[src/rtl/modn_updown_counter_pkg.sv]
// Shared definitions for the mod-N up/down counter: direction encoding and
// the terminal-value helper used by every digit.
package modn_updown_counter_pkg;

    // Direction encoding on the 'up' input.
    localparam logic DIR_DOWN = 1'b0;
    localparam logic DIR_UP   = 1'b1;

    // Value at which a digit produces its carry/borrow for the given direction.
    function automatic int term_val(input int modulus, input logic up);
        return (up == DIR_UP) ? (modulus - 1) : 0;
    endfunction

endpackage

[src/rtl/modn_updown_counter_digit.sv]
// One WIDTH-bit mod-MODULUS up/down digit with synchronous parallel load.
// Illegal load fields (>= MODULUS) are replaced by 0 and flagged on ld_bad.
module modn_digit
    import modn_updown_counter_pkg::*;
#(
    parameter int WIDTH   = 4,
    parameter int MODULUS = 10
) (
    input  logic             clk,
    input  logic             clear,
    input  logic             step,
    input  logic             up,
    input  logic             ld,
    input  logic [WIDTH-1:0] ld_val,
    output logic [WIDTH-1:0] value,
    output logic             at_term,
    output logic             ld_bad
);

    if (WIDTH < 1 || MODULUS < 2 || MODULUS > 2 ** WIDTH) begin : g_bad_param
        $fatal(1, "modn_digit: illegal WIDTH=%0d / MODULUS=%0d", WIDTH, MODULUS);
    end

    localparam logic [WIDTH-1:0] TERM_UP = WIDTH'(term_val(MODULUS, DIR_UP));
    localparam logic [WIDTH-1:0] TERM_DN = WIDTH'(term_val(MODULUS, DIR_DOWN));
    // One extra bit so MODULUS == 2**WIDTH is representable.
    localparam logic [WIDTH:0]   MOD_EXT = (WIDTH + 1)'(MODULUS);

    logic [WIDTH-1:0] value_q;
    logic [WIDTH-1:0] value_d;
    logic             illegal;

    assign illegal = ({1'b0, ld_val} >= MOD_EXT);
    assign ld_bad  = ld & illegal;
    assign at_term = (value_q == ((up == DIR_UP) ? TERM_UP : TERM_DN));
    assign value   = value_q;

    // Next digit value: load beats step; steps wrap at the terminal value.
    always_comb begin
        value_d = value_q;
        if (ld) begin
            value_d = illegal ? '0 : ld_val;
        end else if (step) begin
            if (up == DIR_UP) begin
                value_d = (value_q == TERM_UP) ? '0 : value_q + WIDTH'(1);
            end else begin
                value_d = (value_q == TERM_DN) ? TERM_UP : value_q - WIDTH'(1);
            end
        end
    end

    // Digit register, cleared asynchronously.
    always_ff @(posedge clk or negedge clear) begin
        if (!clear) begin
            value_q <= '0;
        end else begin
            value_q <= value_d;
        end
    end

endmodule

[src/rtl/modn_updown_counter.sv]
// Cascaded DIGITS x mod-MODULUS synchronous up/down counter.
// All digits share one clock; the carry chain is purely combinational so the
// full-count wrap lands on q in a single edge. tc is gated only by en (not by
// load), which lets a higher counter instance use it directly as its enable.
module modn_updown_counter
    import modn_updown_counter_pkg::*;
#(
    parameter int WIDTH   = 4,
    parameter int MODULUS = 10,
    parameter int DIGITS  = 2
) (
    input  logic                    clk,
    input  logic                    clear,
    input  logic                    en,
    input  logic                    up,
    input  logic                    load,
    input  logic [DIGITS*WIDTH-1:0] load_val,
    output logic [DIGITS*WIDTH-1:0] q,
    output logic                    tc,
    output logic                    load_err
);

    if (WIDTH < 1 || MODULUS < 2 || MODULUS > 2 ** WIDTH || DIGITS < 1) begin : g_bad_param
        $fatal(1, "modn_updown_counter: illegal WIDTH=%0d MODULUS=%0d DIGITS=%0d",
               WIDTH, MODULUS, DIGITS);
    end

    logic [DIGITS-1:0] step;
    logic [DIGITS-1:0] at_term;
    logic [DIGITS-1:0] ld_bad;
    logic              load_err_q;
    logic              load_err_d;

    // Digit 0 steps on every enabled, non-load edge.
    assign step[0] = en & ~load;

    for (genvar i = 0; i < DIGITS; i++) begin : g_digit
        modn_digit #(
            .WIDTH  (WIDTH),
            .MODULUS(MODULUS)
        ) u_digit (
            .clk    (clk),
            .clear  (clear),
            .step   (step[i]),
            .up     (up),
            .ld     (load),
            .ld_val (load_val[i*WIDTH +: WIDTH]),
            .value  (q[i*WIDTH +: WIDTH]),
            .at_term(at_term[i]),
            .ld_bad (ld_bad[i])
        );

        // A higher digit steps only when everything below it is terminal.
        if (i > 0) begin : g_chain
            assign step[i] = step[i-1] & at_term[i-1];
        end
    end

    assign tc         = en & (&at_term);
    assign load_err_d = |ld_bad;
    assign load_err   = load_err_q;

    // Illegal-load flag lives for exactly one cycle after the offending load.
    always_ff @(posedge clk or negedge clear) begin
        if (!clear) begin
            load_err_q <= 1'b0;
        end else begin
            load_err_q <= load_err_d;
        end
    end

endmodule
[config.mk]
export PLATFORM = sky130hd
export DESIGN_NAME = modn_updown_counter
export DESIGN_NICKNAME = d
export VERILOG_FILES = /design/src/rtl/modn_updown_counter_pkg.sv /design/src/rtl/modn_updown_counter_digit.sv /design/src/rtl/modn_updown_counter.sv
export SDC_FILE = /design/constraint.sdc
export NUM_CORES = 1
export LEC_CHECK = 0
export ABC_AREA = 0
export CORE_MARGIN = 5
export CORE_UTILIZATION = 52
export CTS_BUF_LIST = sky130_fd_sc_hd__clkbuf_8
export DETAILED_ROUTE_END_ITERATION = 7
export PLACE_DENSITY = 0.95
export SYNTH_ARGS = -nofsm -noshare
export SYNTH_HDL_FRONTEND = slang
export SYNTH_SLANG_ARGS = --single-unit
[constraint.sdc]
create_clock -name clk -period 3.22 [get_ports clk]
set_input_delay 0.644 -clock clk [delete_from_list [all_inputs] [get_ports clk]]
set_output_delay 0.644 -clock clk [all_outputs]
set_load 0.1 [all_outputs]
# Word-level counts from Yosys, hierarchy flattened
# Index checks and enable logic that the tools add are counted.
word_totals:
  regBits: 9
  wordCells: 38
op_classes:
  add_sub_neg: 4
  magnitude_cmp: 2
  eq_ne: 4
  muxes: 13
  n_bitwise: 6
  reduce_logical: 6
op_table:
  columns: ["cell", "count"]
  rows:
  - ["$mux 4", 13]
  - ["$add 4x1->4 const B", 2]
  - ["$eq 4x4->1", 2]
  - ["$eq 4x4->1 const B", 2]
  - ["$ge 4x4->1 const B", 2]
  - ["$logic_not 4->1", 2]
  - ["$sub 4x1->4 const B", 2]
  - ["$and 1x1->1", 5]
  - ["$reduce_bool 2->1", 2]
  - ["$reduce_and 2->1", 1]
  - ["$reduce_or 2->1", 1]
  - ["$not 1->1", 1]

# Logic depth before layout (Yosys ltp)
depth:
  depth_word: 5
  ltp_mapped: 6

# Modules after synthesis
# From an unflattened synthesis, not the netlist that was laid out.
hier_totals:
  hier_cells: 106
  area_unflattened_um2: 845.8
by_module_without_submodules:
  columns: ["module", "n_inst", "cells_per_inst", "area_per_inst_um2"]
  rows:
  - ["modn_digit at g_digit[1].u_digit", 1, 51, 422.9]
  - ["modn_digit at g_digit[0].u_digit", 1, 50, 370.4]
  - ["modn_updown_counter", 1, 5, 52.6]

# Least setup slack after synthesis
# No wires, ideal clock.
synth_path:
  path_type: "reg2out"
  startpoint: "register g_digit[0].u_digit.value_q[3]"
  endpoint: "output port tc"
  arrival_ns: 4.866
  slack_ns: -2.290
  stages_incl_launch_ff: 5
  path_cell_list: "dfrtp_1 -> buf_2 -> and3_1 -> o211ai_4 -> a2111oi_1"
synth_via:
  elab_chain_cells: 3
synth_rtl:
  columns: ["item", "line", "rtl"]
  rows:
  - ["start: declaration", "modn_updown_counter_digit.sv:29", "logic [WIDTH-1:0] value_q;"]
  - ["start signal: assignment", "modn_updown_counter_digit.sv:57", "value_q <= value_d;"]
  - ["$eq 4x4->1", "modn_updown_counter_digit.sv:35", "assign at_term = (value_q == ((up == DIR_UP) ? TERM_UP : TERM_DN));"]
  - ["$reduce_and 2->1", "modn_updown_counter.sv:59", "assign tc = en & (&at_term);"]
  - ["$and 1x1->1", "modn_updown_counter.sv:59", null]
  - ["end: declaration", "modn_updown_counter.sv:19", "output logic tc,"]
# Every way passes these cells.

# Worst setup path in the final report
layout_path:
  startpoint: "input port up"
  endpoint: "output port tc"
layout_via:
  elab_chain_cells: 4
  word_cells_on_any_way: 5
layout_rtl:
  columns: ["item", "line", "rtl"]
  rows:
  - ["start: declaration", "modn_updown_counter.sv:15", "input logic up,"]
  - ["$mux 4 (*)", "modn_updown_counter_digit.sv:35", null]
  - ["$eq 4x4->1", "modn_updown_counter_digit.sv:35", null]
  - ["$reduce_and 2->1 (*)", "modn_updown_counter.sv:59", null]
  - ["$and 1x1->1 (*)", "modn_updown_counter.sv:59", null]
# Mark *: on every way between the ends. The rest lies on a longest branch, timed or not.

==> run_summary.xml <==
<?xml version="1.0" encoding="UTF-8"?>
<metrics>
  <group name="sta">
    <metric name="grt_setup_unrepaired" unit="">no</metric>
    <metric name="tns" unit="ns">0</metric>
    <metric name="fin_worst_skew" unit="ns">0.000464</metric>
    <metric name="report.final.hold_viol_count" unit="">0</metric>
    <metric name="setup_viol" unit="">0</metric>
    <metric name="tightest_slew" unit="ns">0.563</metric>
    <metric name="timing.slew.headroom" unit="">0.623</metric>
    <metric name="fin_crit_sh" unit="">0.906</metric>
    <metric name="max_freq" unit="MHz">343</metric>
    <metric name="finalWorstPathRequiredPeriod" unit="ns">2.92</metric>
    <metric name="report.final.slew_viol_count" unit="">0</metric>
  </group>
  <group name="floorplan">
    <metric name="dieWidth" unit="um">50.3</metric>
    <metric name="fp.dieH" unit="um">50.3</metric>
    <metric name="rows" unit="">14</metric>
    <metric name="die_ar" unit="um2">2530</metric>
    <metric name="ios" unit="">23</metric>
    <metric name="start_util" unit="">0.553</metric>
    <metric name="core_area" unit="um2">1520</metric>
  </group>
  <group name="global_routing">
    <metric name="grt_first_pass_wirelength" unit="mm">3.36</metric>
    <metric name="globalRouteMet1Util" unit="">0.226</metric>
    <metric name="grt_busiest_layer" unit="">met2</metric>
    <metric name="number_of_global_route_vias_before_repair" unit="">723</metric>
    <metric name="gr-usage-all-layers" unit="">0.164</metric>
    <metric name="largest_net_degree_at_the_start_of_global_routing" unit="">18</metric>
    <metric name="gr-total-overflow" unit="">0</metric>
    <metric name="antenna_found_initial" unit="">0</metric>
    <metric name="globalRouteMet3Util" unit="">0.0207</metric>
    <metric name="grt.met2_usage" unit="">0.270</metric>
  </group>
  <group name="layout">
    <metric name="mostFrequentLayoutCells" unit="">sky130_fd_sc_hd__clkdlybuf4s50_1, sky130_fd_sc_hd__buf_4, sky130_fd_sc_hd__nor2_1</metric>
    <metric name="areaGrowthSynthToFinish" unit="%">29.5</metric>
    <metric name="final_cells" unit="">137</metric>
    <metric name="layout-drive-gt1-share" unit="">0.207</metric>
    <metric name="insertedDiodeCount" unit="">0</metric>
    <metric name="fin_nets" unit="">135</metric>
    <metric name="fin_area" unit="um2">1090</metric>
  </group>
  <group name="clocking">
    <metric name="tritoncts" unit="">done</metric>
    <metric name="cts_hold_buf" unit="">0</metric>
    <metric name="postCtsResizedCells" unit="">0</metric>
    <metric name="cts_post_setup_buffers_inserted" unit="">0</metric>
    <metric name="cts_htree_levels" unit="">1</metric>
    <metric name="cts_root_buffer_type" unit="">sky130_fd_sc_hd__clkbuf_8</metric>
    <metric name="cts_num_sinks" unit="">9</metric>
    <metric name="cts-root-to-sink-buffers" unit="">2</metric>
    <metric name="clkSlewWorstSetupHoldPaths" unit="ns">0.04</metric>
    <metric name="clock_latency" unit="ns">0.23</metric>
    <metric name="clock_buffers_created_by_tritoncts" unit="">3</metric>
  </group>
  <group name="logic_synthesis">
    <metric name="postSynthRegisterBits" unit="">9</metric>
    <metric name="synthArstFlopShare" unit="">1.00</metric>
    <metric name="synthesis.instances" unit="">104</metric>
    <metric name="syn-cell-area" unit="um2">843</metric>
    <metric name="syn_area_per_cell" unit="um2">8.11</metric>
    <metric name="post_synth_edffs" unit="">0</metric>
    <metric name="synthDistinctLibCells" unit="">41</metric>
    <metric name="synth_top_area_frac" unit="">0.267</metric>
    <metric name="yosys_warnings" unit="">0</metric>
    <metric name="mappedNetlistNets" unit="">117</metric>
    <metric name="main_flop_type_after_synthesis" unit="">sky130_fd_sc_hd__dfrtp_1</metric>
    <metric name="synth_sequential_area_ratio" unit="">0.267</metric>
    <metric name="ys_top_cells_by_area" unit="">sky130_fd_sc_hd__dfrtp_1, sky130_fd_sc_hd__o21ai_0, sky130_fd_sc_hd__nor2_1</metric>
    <metric name="synth_largest_area_cell" unit="">sky130_fd_sc_hd__dfrtp_1</metric>
  </group>
  <group name="power">
    <metric name="total_leakage_power" unit="uW">0.000417</metric>
    <metric name="ir_worst_vdd" unit="mV">0.322</metric>
    <metric name="powerDensity" unit="nW/um2">480</metric>
  </group>
  <group name="flow_run">
    <metric name="maxcap_violations" unit="">0</metric>
  </group>
  <group name="critical_path">
    <metric name="required" unit="ns">2.58</metric>
    <metric name="worst-path-max-fanout" unit="">9</metric>
    <metric name="worstSetupEndpointType" unit="">output port</metric>
    <metric name="startpoint_type" unit="">input pin</metric>
    <metric name="path_class" unit="">input pin to output port</metric>
    <metric name="cp_data_arrival_time" unit="ns">2.27</metric>
    <metric name="r2r.worst_path.cells" unit="">4</metric>
  </group>
  <group name="place">
    <metric name="gp_congestion" unit="">0.850</metric>
    <metric name="dp.cells" unit="">133</metric>
    <metric name="placement.io_buffers" unit="">22</metric>
    <metric name="postPlaceCellArea" unit="um2">1050</metric>
    <metric name="detailed_place_hpwl" unit="mm">1.43</metric>
  </group>
  <group name="drt">
    <metric name="detail_route.wirelength" unit="mm">2.02</metric>
    <metric name="drc" unit="">0</metric>
    <metric name="vias_per_cell" unit="">5.96</metric>
    <metric name="routedWlPerCell" unit="um">14.7</metric>
    <metric name="initialDrtViolationCount" unit="">22</metric>
    <metric name="drt_pass1_iterations" unit="">4</metric>
    <metric name="detail-route-antenna-nets" unit="">0</metric>
    <metric name="route.vias.total" unit="">817</metric>
  </group>
  <group name="hold_path">
    <metric name="hold_path.class" unit="">input pin to asynchronous set/reset pin</metric>
  </group>
  <group name="outcome">
    <metric name="outcome" unit="">complete, no violations</metric>
  </group>
</metrics>
==> synthesized netlist by cell type, types with 2 or more instances <==
| master | instances |
|---|---|
| sky130_fd_sc_hd__nor2_1 | 10 |
| sky130_fd_sc_hd__dfrtp_1 | 9 |
| sky130_fd_sc_hd__o21ai_0 | 8 |
| sky130_fd_sc_hd__a21oi_1 | 6 |
| sky130_fd_sc_hd__buf_2 | 6 |
| sky130_fd_sc_hd__nand2_1 | 5 |
| sky130_fd_sc_hd__nand3_1 | 5 |
| sky130_fd_sc_hd__nand2b_1 | 4 |
| sky130_fd_sc_hd__xnor2_1 | 4 |
| sky130_fd_sc_hd__clkbuf_1 | 3 |
| sky130_fd_sc_hd__inv_1 | 3 |
| sky130_fd_sc_hd__nand3b_1 | 3 |
| sky130_fd_sc_hd__o31ai_1 | 3 |
| sky130_fd_sc_hd__a21boi_0 | 2 |
| sky130_fd_sc_hd__and3_1 | 2 |
| sky130_fd_sc_hd__buf_4 | 2 |
| sky130_fd_sc_hd__nand4b_1 | 2 |
| sky130_fd_sc_hd__nor2b_1 | 2 |
| sky130_fd_sc_hd__o32ai_1 | 2 |
| sky130_fd_sc_hd__or3_1 | 2 |
==> worst paths after layout <==
check	from	slack [ns]	to
max	up	0.30	tc
min	clear	0.72	g_digit[1].u_digit.value[3]$_DFFE_PN0P_
max reg2reg	g_digit[1].u_digit.value[1]$_DFFE_PN0P_	1.59	g_digit[1].u_digit.value[2]$_DFFE_PN0P_
min reg2reg	g_digit[0].u_digit.value[0]$_DFFE_PN0P_	0.73	g_digit[0].u_digit.value[0]$_DFFE_PN0P_
max in group asynchronous	clear	2.19	g_digit[0].u_digit.value[3]$_DFFE_PN0P_
min in group clk	g_digit[0].u_digit.value[0]$_DFFE_PN0P_	0.73	g_digit[0].u_digit.value[0]$_DFFE_PN0P_
==> per-layer routing <==
metal	up-vias	share of wire
li1	412	-
met1	394	0.46
met2	9	0.51
met3	2	0.028
met4	0	0.0035
met5	-	0
==> sequential cells by signal, indices dropped and copies added (netlist names) <==
| name | flops |
|---|---|
| g_digit.u_digit.value | 8 |
| load_err | 1 |
==> worst max-delay path, stage by stage <==
cell,delay (ns)
sky130_fd_sc_hd__clkdlybuf4s50_1,0.54
sky130_fd_sc_hd__buf_4,0.23
sky130_fd_sc_hd__nor3_2,0.18
sky130_fd_sc_hd__o211ai_4,0.11
sky130_fd_sc_hd__a2111oi_4,0.35
sky130_fd_sc_hd__buf_12,0.22
==> metrics by stage <==
stage,hold slack [ns],setup slack (ns),total power [uW],utilization
2_1_floorplan,0.348,0.00835,348,-
3_3_place_gp,0.701,0.342,393,0.687
3_5_place_dp,0.698,0.296,399,0.687
4_1_cts,0.726,0.298,527,0.717
5_1_grt,0.747,0.195,554,0.717
6_report,0.718,0.301,524,0.717
==> report_power, final <==
group          internal [uW]  total [uW]  switching (uW)
Sequential               127         165            38.2
Combinational           77.2         235             157
Clock                   82.7         124            41.5
==> final cells by class <==
cell class	instances	area, um2
clock buffers	3	41.3
clock inverters	1	3.75
fillers	119	432
inverters	3	11.3
multi-input cells	80	557
flip-flops and latches	9	229
well taps	16	20.0
repair buffers	25	230
==> cell families (layout without fill, tap and decap cells) <==
| kind of cell | after synthesis | in the layout | synth area share |
|---|---|---|---|
| compound gates | 34 | 34 | 0.316 |
| buf+inv | 15 | 32 | 0.0935 |
| flops | 9 | 9 | 0.267 |
| simple gates | 41 | 41 | 0.272 |
| xor+xnor | 5 | 5 | 0.0519 |
No activity file was read; power rests on OpenSTA's default activity.
